## src/rtl/letter_motion_if.sv

```systemverilog
// letter_motion_if: sync-generator coordinates and switches in; letter square
// position, colour, visibility and frame pulse out.
// master = side that drives the pixel coordinates and switches (sync gen / bench),
// slave  = letter_motion_ctrl.
interface letter_motion_if;
    logic [9:0] pix_x;
    logic [9:0] pix_y;
    logic       run;
    logic [2:0] sw_rgb;
    logic [9:0] letter_x;
    logic [9:0] letter_y;
    logic [2:0] letter_rgb;
    logic       letter_visible;
    logic       frame_tick;

    modport master (
        output pix_x, pix_y, run, sw_rgb,
        input  letter_x, letter_y, letter_rgb, letter_visible, frame_tick
    );

    modport slave (
        input  pix_x, pix_y, run, sw_rgb,
        output letter_x, letter_y, letter_rgb, letter_visible, frame_tick
    );
endinterface

```

## src/rtl/letter_motion_ctrl.sv

```systemverilog
// letter_motion_ctrl: frame-rate sequencer for the VGA letter generator.
// Detects end of the visible frame, bounces the letter square around the
// screen, latches the colour switches once per frame.
// Optional blinking glyph: define LETTER_MOTION_BLINK_EN.
//
// state | meaning
// ------+------------------------
// DR    | moving down and right
// DL    | moving down and left
// UR    | moving up and right
// UL    | moving up and left
// Encoding: bit1 = up, bit0 = left.
module letter_motion_ctrl #(
    parameter int SIZE         = 8,
    parameter int MAX_X        = 640,
    parameter int MAX_Y        = 480,
    parameter int STEP         = 1,
    parameter int BLINK_FRAMES = 30
) (
    input  logic           clk,
    input  logic           reset,
    letter_motion_if.slave bus
);

    localparam logic [1:0] DR = 2'b00;
    localparam logic [1:0] DL = 2'b01;
    localparam logic [1:0] UR = 2'b10;
    localparam logic [1:0] UL = 2'b11;

    localparam logic [9:0]  END_ROW = 10'(MAX_Y + 1);
    localparam logic [10:0] X_LIM   = 11'(MAX_X - SIZE);
    localparam logic [10:0] Y_LIM   = 11'(MAX_Y - SIZE);
    localparam logic [10:0] STEP_W  = 11'(STEP);

    localparam logic [9:0] X_RST   = 10'd320;
    localparam logic [9:0] Y_RST   = 10'd240;
    localparam logic [2:0] RGB_RST = 3'b100;

    // Reject parameter sets where a single step could jump past a bound.
    if (STEP < 1 || STEP >= SIZE || BLINK_FRAMES < 1) begin : g_bad_params
        $error("letter_motion_ctrl: illegal parameter combination");
    end

    logic        end_cond;
    logic        c_q, c_qq;
    logic        frame_tick;
    logic [9:0]  x_q, x_d;
    logic [9:0]  y_q, y_d;
    logic [1:0]  state_q, state_d;
    logic [2:0]  rgb_q, rgb_d;
    logic [10:0] x_inc, x_dec, y_inc, y_dec;
    logic        left_d, up_d;

    assign end_cond   = (bus.pix_y == END_ROW) && (bus.pix_x == 10'd0);
    assign frame_tick = c_q & ~c_qq;

    // Edge-detect the end-of-frame coordinate; a held coordinate yields one pulse.
    always_ff @(posedge clk) begin
        if (reset) begin
            c_q  <= 1'b0;
            c_qq <= 1'b0;
        end else begin
            c_q  <= end_cond;
            c_qq <= c_q;
        end
    end

    // Next position/direction: step each axis, clamp at the edge and flip.
    always_comb begin
        x_inc   = {1'b0, x_q} + STEP_W;
        x_dec   = {1'b0, x_q} - STEP_W;
        y_inc   = {1'b0, y_q} + STEP_W;
        y_dec   = {1'b0, y_q} - STEP_W;
        x_d     = x_q;
        y_d     = y_q;
        left_d  = state_q[0];
        up_d    = state_q[1];
        rgb_d   = rgb_q;
        state_d = state_q;
        if (frame_tick) begin
            rgb_d = bus.sw_rgb;
            if (bus.run) begin
                if (!state_q[0]) begin
                    if (x_inc >= X_LIM) begin
                        x_d    = X_LIM[9:0];
                        left_d = 1'b1;
                    end else begin
                        x_d = x_inc[9:0];
                    end
                end else begin
                    if ({1'b0, x_q} <= STEP_W) begin
                        x_d    = 10'd0;
                        left_d = 1'b0;
                    end else begin
                        x_d = x_dec[9:0];
                    end
                end
                if (!state_q[1]) begin
                    if (y_inc >= Y_LIM) begin
                        y_d  = Y_LIM[9:0];
                        up_d = 1'b1;
                    end else begin
                        y_d = y_inc[9:0];
                    end
                end else begin
                    if ({1'b0, y_q} <= STEP_W) begin
                        y_d  = 10'd0;
                        up_d = 1'b0;
                    end else begin
                        y_d = y_dec[9:0];
                    end
                end
                case ({up_d, left_d})
                    2'b00:   state_d = DR;
                    2'b01:   state_d = DL;
                    2'b10:   state_d = UR;
                    default: state_d = UL;
                endcase
            end
        end
    end

    // Position, direction and colour registers; reset beats a coincident tick.
    always_ff @(posedge clk) begin
        if (reset) begin
            x_q     <= X_RST;
            y_q     <= Y_RST;
            state_q <= DR;
            rgb_q   <= RGB_RST;
        end else begin
            x_q     <= x_d;
            y_q     <= y_d;
            state_q <= state_d;
            rgb_q   <= rgb_d;
        end
    end

`ifdef LETTER_MOTION_BLINK_EN
    localparam int BW = (BLINK_FRAMES > 1) ? $clog2(BLINK_FRAMES) : 1;
    localparam logic [BW-1:0] BLINK_LAST = BW'(BLINK_FRAMES - 1);

    logic [BW-1:0] blink_q, blink_d;
    logic          vis_q, vis_d;

    // Frame counter for the blink phase; runs whether or not the square moves.
    always_comb begin
        blink_d = blink_q;
        vis_d   = vis_q;
        if (frame_tick) begin
            if (blink_q == BLINK_LAST) begin
                blink_d = '0;
                vis_d   = ~vis_q;
            end else begin
                blink_d = blink_q + 1'b1;
            end
        end
    end

    // Blink counter and visibility registers.
    always_ff @(posedge clk) begin
        if (reset) begin
            blink_q <= '0;
            vis_q   <= 1'b1;
        end else begin
            blink_q <= blink_d;
            vis_q   <= vis_d;
        end
    end

    assign bus.letter_visible = vis_q;
`else
    assign bus.letter_visible = 1'b1;
`endif

    assign bus.letter_x   = x_q;
    assign bus.letter_y   = y_q;
    assign bus.letter_rgb = rgb_q;
    assign bus.frame_tick = frame_tick;

endmodule

```

## src/flat_wrapper.sv

```systemverilog
// flat-port wrapper written by rule: the top's interface ports become plain ports
module letter_motion_ctrl_flat 
#(
    parameter int SIZE         = 8,
    parameter int MAX_X        = 640,
    parameter int MAX_Y        = 480,
    parameter int STEP         = 1,
    parameter int BLINK_FRAMES = 30
)
  (clk, reset, bus_pix_x, bus_pix_y, bus_run, bus_sw_rgb, bus_letter_x, bus_letter_y, bus_letter_rgb, bus_letter_visible, bus_frame_tick);
  letter_motion_if bus_i ();
  input  logic clk;
  input  logic reset;
  input wire logic [$bits(bus_i.pix_x)-1:0] bus_pix_x;
  input wire logic [$bits(bus_i.pix_y)-1:0] bus_pix_y;
  input wire logic [$bits(bus_i.run)-1:0] bus_run;
  input wire logic [$bits(bus_i.sw_rgb)-1:0] bus_sw_rgb;
  output wire logic [$bits(bus_i.letter_x)-1:0] bus_letter_x;
  output wire logic [$bits(bus_i.letter_y)-1:0] bus_letter_y;
  output wire logic [$bits(bus_i.letter_rgb)-1:0] bus_letter_rgb;
  output wire logic [$bits(bus_i.letter_visible)-1:0] bus_letter_visible;
  output wire logic [$bits(bus_i.frame_tick)-1:0] bus_frame_tick;
  assign bus_i.pix_x = bus_pix_x;
  assign bus_i.pix_y = bus_pix_y;
  assign bus_i.run = bus_run;
  assign bus_i.sw_rgb = bus_sw_rgb;
  assign bus_letter_x = bus_i.letter_x;
  assign bus_letter_y = bus_i.letter_y;
  assign bus_letter_rgb = bus_i.letter_rgb;
  assign bus_letter_visible = bus_i.letter_visible;
  assign bus_frame_tick = bus_i.frame_tick;
  letter_motion_ctrl #(.SIZE(SIZE), .MAX_X(MAX_X), .MAX_Y(MAX_Y), .STEP(STEP), .BLINK_FRAMES(BLINK_FRAMES)) u_core (.clk(clk), .reset(reset), .bus(bus_i));
endmodule
```

## config.mk

```make
export PLATFORM = sky130hd
export DESIGN_NAME = letter_motion_ctrl_flat
export DESIGN_NICKNAME = d
export VERILOG_FILES = /design/src/rtl/letter_motion_if.sv /design/src/rtl/letter_motion_ctrl.sv /design/src/flat_wrapper.sv
export SDC_FILE = /design/constraint.sdc
export NUM_CORES = 1
export LEC_CHECK = 0
export ABC_AREA = 1
export ABC_CLOCK_PERIOD_IN_PS = 3600
export BUFFER_PORTS_ARGS = -buffer_cell sky130_fd_sc_hd__buf_2
export CORE_AREA = 2 2 64 66
export DETAILED_ROUTE_END_ITERATION = 8
export DIE_AREA = 0 0 66 68
export PLACE_DENSITY = 0.89
export SYNTH_ARGS = -nofsm -noshare
export SYNTH_HDL_FRONTEND = slang
export SYNTH_SLANG_ARGS = --single-unit
```

## constraint.sdc

```tcl
create_clock -name clk -period 3.6 [get_ports clk]
set_input_delay 1.08 -clock clk [delete_from_list [all_inputs] [get_ports clk]]
set_output_delay 1.08 -clock clk [all_outputs]
set_load 0.01 [all_outputs]
```

==> results of run 1 <==
## power by group through the flow
stage          combinational, mW  sequential (mW)  clock [mW]
6_report                  0.0205            0.298       0.166
3_3_place_gp              0.0200            0.305           0
2_1_floorplan            0.00731            0.305           0
5_1_grt                   0.0230            0.298       0.180
4_1_cts                   0.0207            0.298       0.168
3_5_place_dp              0.0206            0.305           0
## cells in the final DEF (no fill, tap or decap), drive strengths merged
master   Yosys  routed
clkinv       0       1
nor2        44      44
o21ai       20      20
a211oi       2       2
nand4        6       6
inv         38      38
o31ai        1       1
a31oi        4       4
nor3        14      14
dfxtp       27      27
a21oi       26      26
nand3       21      21
o2111ai      1       1
ha           6       6
conb         1       1
a22oi        1       1
nand2       87      87
nor4         3       3
buf          6      50
o22ai        3       3
clkbuf       5       3
xor2        16      16
nand3b       1       1
## sequential cells by signal (all words and copies together), names as in the netlist
register,count
u_core.bus.letter_rgb,3
u_core.bus.letter_x,10
u_core.bus.letter_y,10
u_core.c_q,1
u_core.c_qq,1
u_core.state_q,2
## worst paths after layout
kind,startpoint,end,slack (ps)
hold reg to reg,u_core.c_q,u_core.c_qq,460
setup reg to reg,u_core.bus.letter_y[0],u_core.bus.letter_y[5],1490
setup / recovery,u_core.bus.letter_y[0],u_core.bus.letter_y[5],1490
hold / removal,u_core.c_q,u_core.c_qq,460
## cell usage after synthesis (5+ instances only)
master,number,area [um2]
nand2_1,76,285
nor2_1,37,139
inv_1,34,128
dfxtp_1,27,541
a21oi_1,22,110
nand3_1,16,80.1
o21ai_0,16,80.1
xor2_1,16,140
nor3_1,13,65.1
nand2_2,11,68.8
ha_1,6,75.1
nand4_1,6,37.5
nor2_4,5,56.3
## metrics by stage
stage / worst slack, ps / hold slack, ps / instance area, um2
3_3_place_gp: 1380 / 440 / 2390
5_1_grt: 1320 / 491 / 2430
3_5_place_dp: 1330 / 446 / 2390
4_1_cts: 1500 / 459 / 2430
6_report: 1490 / 455 / 2430
2_1_floorplan: 1740 / 428 / 2130
## layout make-up
type / instances / area [um2] / area share
clock buffers: 3 / 41.3 / 0.0170
inverters: 38 / 143 / 0.0586
multi-input cells: 257 / 1390 / 0.571
well taps: 50 / 62.6 / 0.0257
flip-flops and latches: 27 / 541 / 0.222
repair buffers: 50 / 253 / 0.104
clock inverters: 1 / 5.00 / 0.00206
## layer usage
metal,vias to the layer above,global-route usage
li1,1172,-
met2,87,0.456
met1,1040,0.298
met4,0,0.0714
met3,8,0.0263
met5,-,0
## critical path: stages (launching register included)
cell	delay [ps]
dfxtp_1	550
ha_1	280
nand3_1	160
nor2_1	170
xor2_1	270
a21oi_2	60
nand2_2	120
nand2_2	100
o21ai_1	190
nand2_1	80
nand2_1	60
## cells by family (layout without fill, tap and decap cells)
kind of cell / count (synthesis) / after routing / share of synthesized area
buf+inv: 49 / 92 / 0.0961
xor+xnor: 16 / 16 / 0.0656
compound gates: 58 / 58 / 0.155
fa+ha+maj: 6 / 6 / 0.0352
flops: 27 / 27 / 0.253
simple gates: 176 / 176 / 0.393
other cells: 1 / 1 / 0.00176
==> metrics.txt, run 1 <==
routed length per instance=12.5 um; maximum clock rate=0.475 GHz; clock buffer depth=2; Iter 0 DRT Violations=115; gr usage total=0.245; Leak Pwr=1.13 nW; placed cell count=422; max-cap violation count=0; Crit Path Category=flop to flop; first-pass GRT wire length=8790 um; Die W=66 um; Total Negative Setup Slacks=0 ps; main flop type after synthesis=dfxtp_1; pwr/cell area=199 nW/um2; row cnt=23; highest routed layer=met4; fraction of registers with async set/reset=0; root buf cell=clkbuf_8; Antenna Violating Nets Remaining=0; initial antenna violation count=0; Net Switching=0.0986 mW; IO Pins=51; syn_nets=365; cell depth of the worst flop-to-flop path=10; fin util=0.631; Final Hold Viols=0; Clock Pin Slew Worst Setup and Hold Paths=90 ps; Clock Latency Late Sink=270 ps; skew final=3.85 ps; Non-Filler Instances=426; clock share of power=0.343; Post-Syn Area=2130 um2; Sequential Power Share=0.615; postcts setup bufs=0; initial core utilization=0.554; PortBufs=49; Remaining DRCs=0; die extent in y=68 um; Gate power share=0.042; Vias/cell=5.42; Arr. time, crit path=2320 ps; status=finished, final reports clean; DR WL met2=2640 um; Post-Synthesis Cells=333; dpl hpwl=4230 um; post-cts gate resize count=0; final-report max-slew violation count=0; required time worst endpoint=3810 ps; largest net degree at the start of global routing=24; Routed met3 length=319 um; Pint=0.386 mW; Final Power=0.485 mW; Ant. Diodes=0; Sw Ratio=0.203; Final Critical Period=2110 ps; Crit Path Max Fanout=10; Final GP Congestion=1.02; Setup crit end kind=flop; CTS tree=built; DR vias=2,307; total grt overflow=0; Clock Sinks=27; vias in the first global route=2,103; worst hold path depth=2; fillers=364; total wire length=5320 um; Metal-1 WL=2280 um; synth warn=0; setup violators final=0; core area=3860 um2; layout cells sized above 1=0.231; H-tree depth=1; Syn Area/Cell=6.41 um2; Area growth, synth to finish=14.0%; maximum VDD drop=0.000250 V; Post-CTS Hold Fix Bufs=0; fin nets=409; 1st-pass router iterations=4; sequential share of the synthesized area=0.253; Post-synth EDFFs=0; unrepaired setup endpoints after global routing=false; #FFs+latches synth=27; Synth cell types=36; fin crit share=0.585; Min-Delay Path Class=flop to flop; full die area=4490 um2; Startpoint Class=flop; cts bufs inserted=3
No activity file was read; power rests on OpenSTA's default activity.
==> inputs of run 2 (changes only) <==
- ABC_CLOCK_PERIOD_IN_PS: 3600 -> 1750
- CORE_AREA: 2 2 64 66 -> 2 2 70 72
- DIE_AREA: 0 0 66 68 -> 0 0 72 74
- PLACE_DENSITY: 0.89 -> 0.8
- clock period: 3.6 -> 1.75 ns (I/O delays scaled with it)
==> run 2 against run 1 <==
Compared with the run above:
- sequential power increased by 100%
- clock skew increased by 2.0 ps
- register-to-register slack got worse by 1400 ps
- hold slack got worse by 57 ps
- worst setup slack got worse by 1400 ps
- die area increased by 19%
- final area increased by 11%
- routed wire length increased by 11%
- power increased by 110%
- first-iteration DRC count increased by 25%
- critical path depth unchanged
- final cell count increased by 6.1%
==> metrics.txt, run 2 (synthesis results as in run 1) <==
status=finished, final reports clean; Gate power share=0.044 (+0.002); highest routed layer=met4; IO Pins=51 (unchanged); Final Hold Viols=0 (unchanged); Post-CTS Hold Fix Bufs=0 (unchanged); most frequent cells in the layout=74 x nand2_1, 49 x buf_2, 35 x nor2_1; row cnt=25 (+8.7%); Arr. time, crit path=1900 ps (-420 ps); core area=4600 um2 (+19%); skew final=5.88 ps (+2.03 ps); setup violators final=0 (unchanged); initial core utilization=0.464 (-0.0893); root buf cell=clkbuf_8; Vias/cell=5.31 (-2.0%); Net Switching=0.235 mW (+140%); 1st-pass router iterations=4 (unchanged); total wire length=5910 um (+11%); Min-Delay Path Class=input port to flop; Routed met3 length=351 um (+10%); final-report max-slew violation count=0 (unchanged); PortBufs=49 (unchanged); die extent in y=74 um (+8.8%); Metal-1 WL=2600 um (+14%); Crit path buffers/inverters=3 (+3); Antenna Violating Nets Remaining=0 (unchanged); Clock Latency Late Sink=280 ps (about the same); Area growth, synth to finish=26.5%; Final Critical Period=1690 ps (-420 ps); fin util=0.587 (-0.0439); Leak Pwr=1.24 nW (+9.7%); initial antenna violation count=0 (unchanged); largest net degree at the start of global routing=17 (-29%); max incr delay on CP=380 ps (-170 ps); Crit Path Category=flop to flop; dpl hpwl=4440 um (+5.0%); first-pass GRT wire length=9850 um (+12%); routed length per instance=13.1 um (+4.7%); Setup crit end kind=flop; total grt overflow=0 (unchanged); CTS tree=built; Remaining DRCs=0 (unchanged); required time worst endpoint=1970 ps (-1840 ps); final setup margin=64.0 ps (-1430 ps); Final GP Congestion=0.950 (-6.9%); Setup WS pre-CTS=22.4 ps (-1310 ps); Post-DP Area=2530 um2 (+5.9%); slowest CP cell=dfxtp_4; Clock Sinks=27 (unchanged); Sequential Power Share=0.591 (-0.024); gr usage total=0.227 (-0.0174); critical-path cell list=inv_1 -> ha_1 -> o21ai_1 -> inv_1 -> a21oi_1 -> buf_4 -> nor2_1 -> nor2_1 -> nand2_1 -> a21oi_2; Die W=72 um (+9.1%); Iter 0 DRT Violations=144 (+25%); most common cell after layout, fill and taps aside=nand2_1; Startpoint Class=flop; Ant. Diodes=0 (unchanged); DR WL met2=2890 um (+9.5%); design area=2700 um2 (+11%); vias in the first global route=2,226 (+5.8%); Clock Pin Slew Worst Setup and Hold Paths=100 ps (about the same); Worst path top cell family by delay=compound AO/OA/AOI/OAI gates; maximum clock rate=0.593 GHz (+25%); hold slack=398 ps (-57.5 ps); clock share of power=0.365 (+0.022); Pint=0.793 mW (+110%); placed cell count=444 (+5.2%); Total Negative Setup Slacks=0 ps (unchanged); Final Power=1.03 mW (+110%); max-cap violation count=0 (unchanged); cts bufs inserted=3 (unchanged); Crit Path Max Fanout=5 (-5); pwr/cell area=381 nW/um2 (+91%); fin crit share=0.963 (+0.379); full die area=5330 um2 (+19%); layout cells sized above 1=0.342 (+0.110); Non-Filler Instances=452 (+6.1%); fin nets=431 (+5.4%); maximum VDD drop=0.000225 V (-9.9%); clock buffer depth=2 (unchanged); Sw Ratio=0.229 (+0.0257); H-tree depth=1 (unchanged); DR vias=2,398 (+3.9%)
-- run 2: cell type report --
cell class	instances	area (um2)
fill	444	1900
multi-input combinational	257	1460
sequential	27	568
timing repair buffer	72	418
inverter	38	143
tap	54	67.6
clock buffer	3	41.3
clock inverter	1	7.51
-- run 2: layer usage --
metal,vias to the layer above,track usage
met3,8,0.0271
met2,86,0.418
met4,0,0.0314
li1,1218,-
met5,-,0
met1,1086,0.295
-- run 2: repair_timing --
action / in CTS / in global routing
endpoints found under the setup margin: 8 / 21
setup buffers: 0 / 4
pin swaps: 0 / 6
gates resized for setup: 2 / 33
-- run 2: worst paths after layout --
path	from	end	slack [ps]	cells past startpoint
setup / recovery	u_core.bus.letter_y[1]	u_core.bus.letter_y[1]	60	10
hold / removal	bus_pix_y[2]	u_core.c_q	400	2
setup reg to reg	u_core.bus.letter_y[1]	u_core.bus.letter_y[1]	60	10
hold reg to reg	u_core.c_q	u_core.c_qq	460	2
-- run 2: worst register-to-register path, stage by stage, from the launching register on --
cell     delay (ps)
dfxtp_4         380
inv_1            80
ha_1            200
o21ai_1         220
inv_1            90
a21oi_1         200
buf_4           170
nor2_1           40
nor2_1           80
nand2_1          70
a21oi_2         100
-- run 2: power groups by stage --
stage | clock, mW | sequential [mW] | combinational, mW
finish | 0.375 | 0.607 | 0.0457
global route | 0.410 | 0.608 | 0.0515
CTS | 0.386 | 0.614 | 0.0461
detailed placement | 0 | 0.628 | 0.0459
global placement | 0 | 0.628 | 0.0452
floorplan | 0 | 0.628 | 0.0150
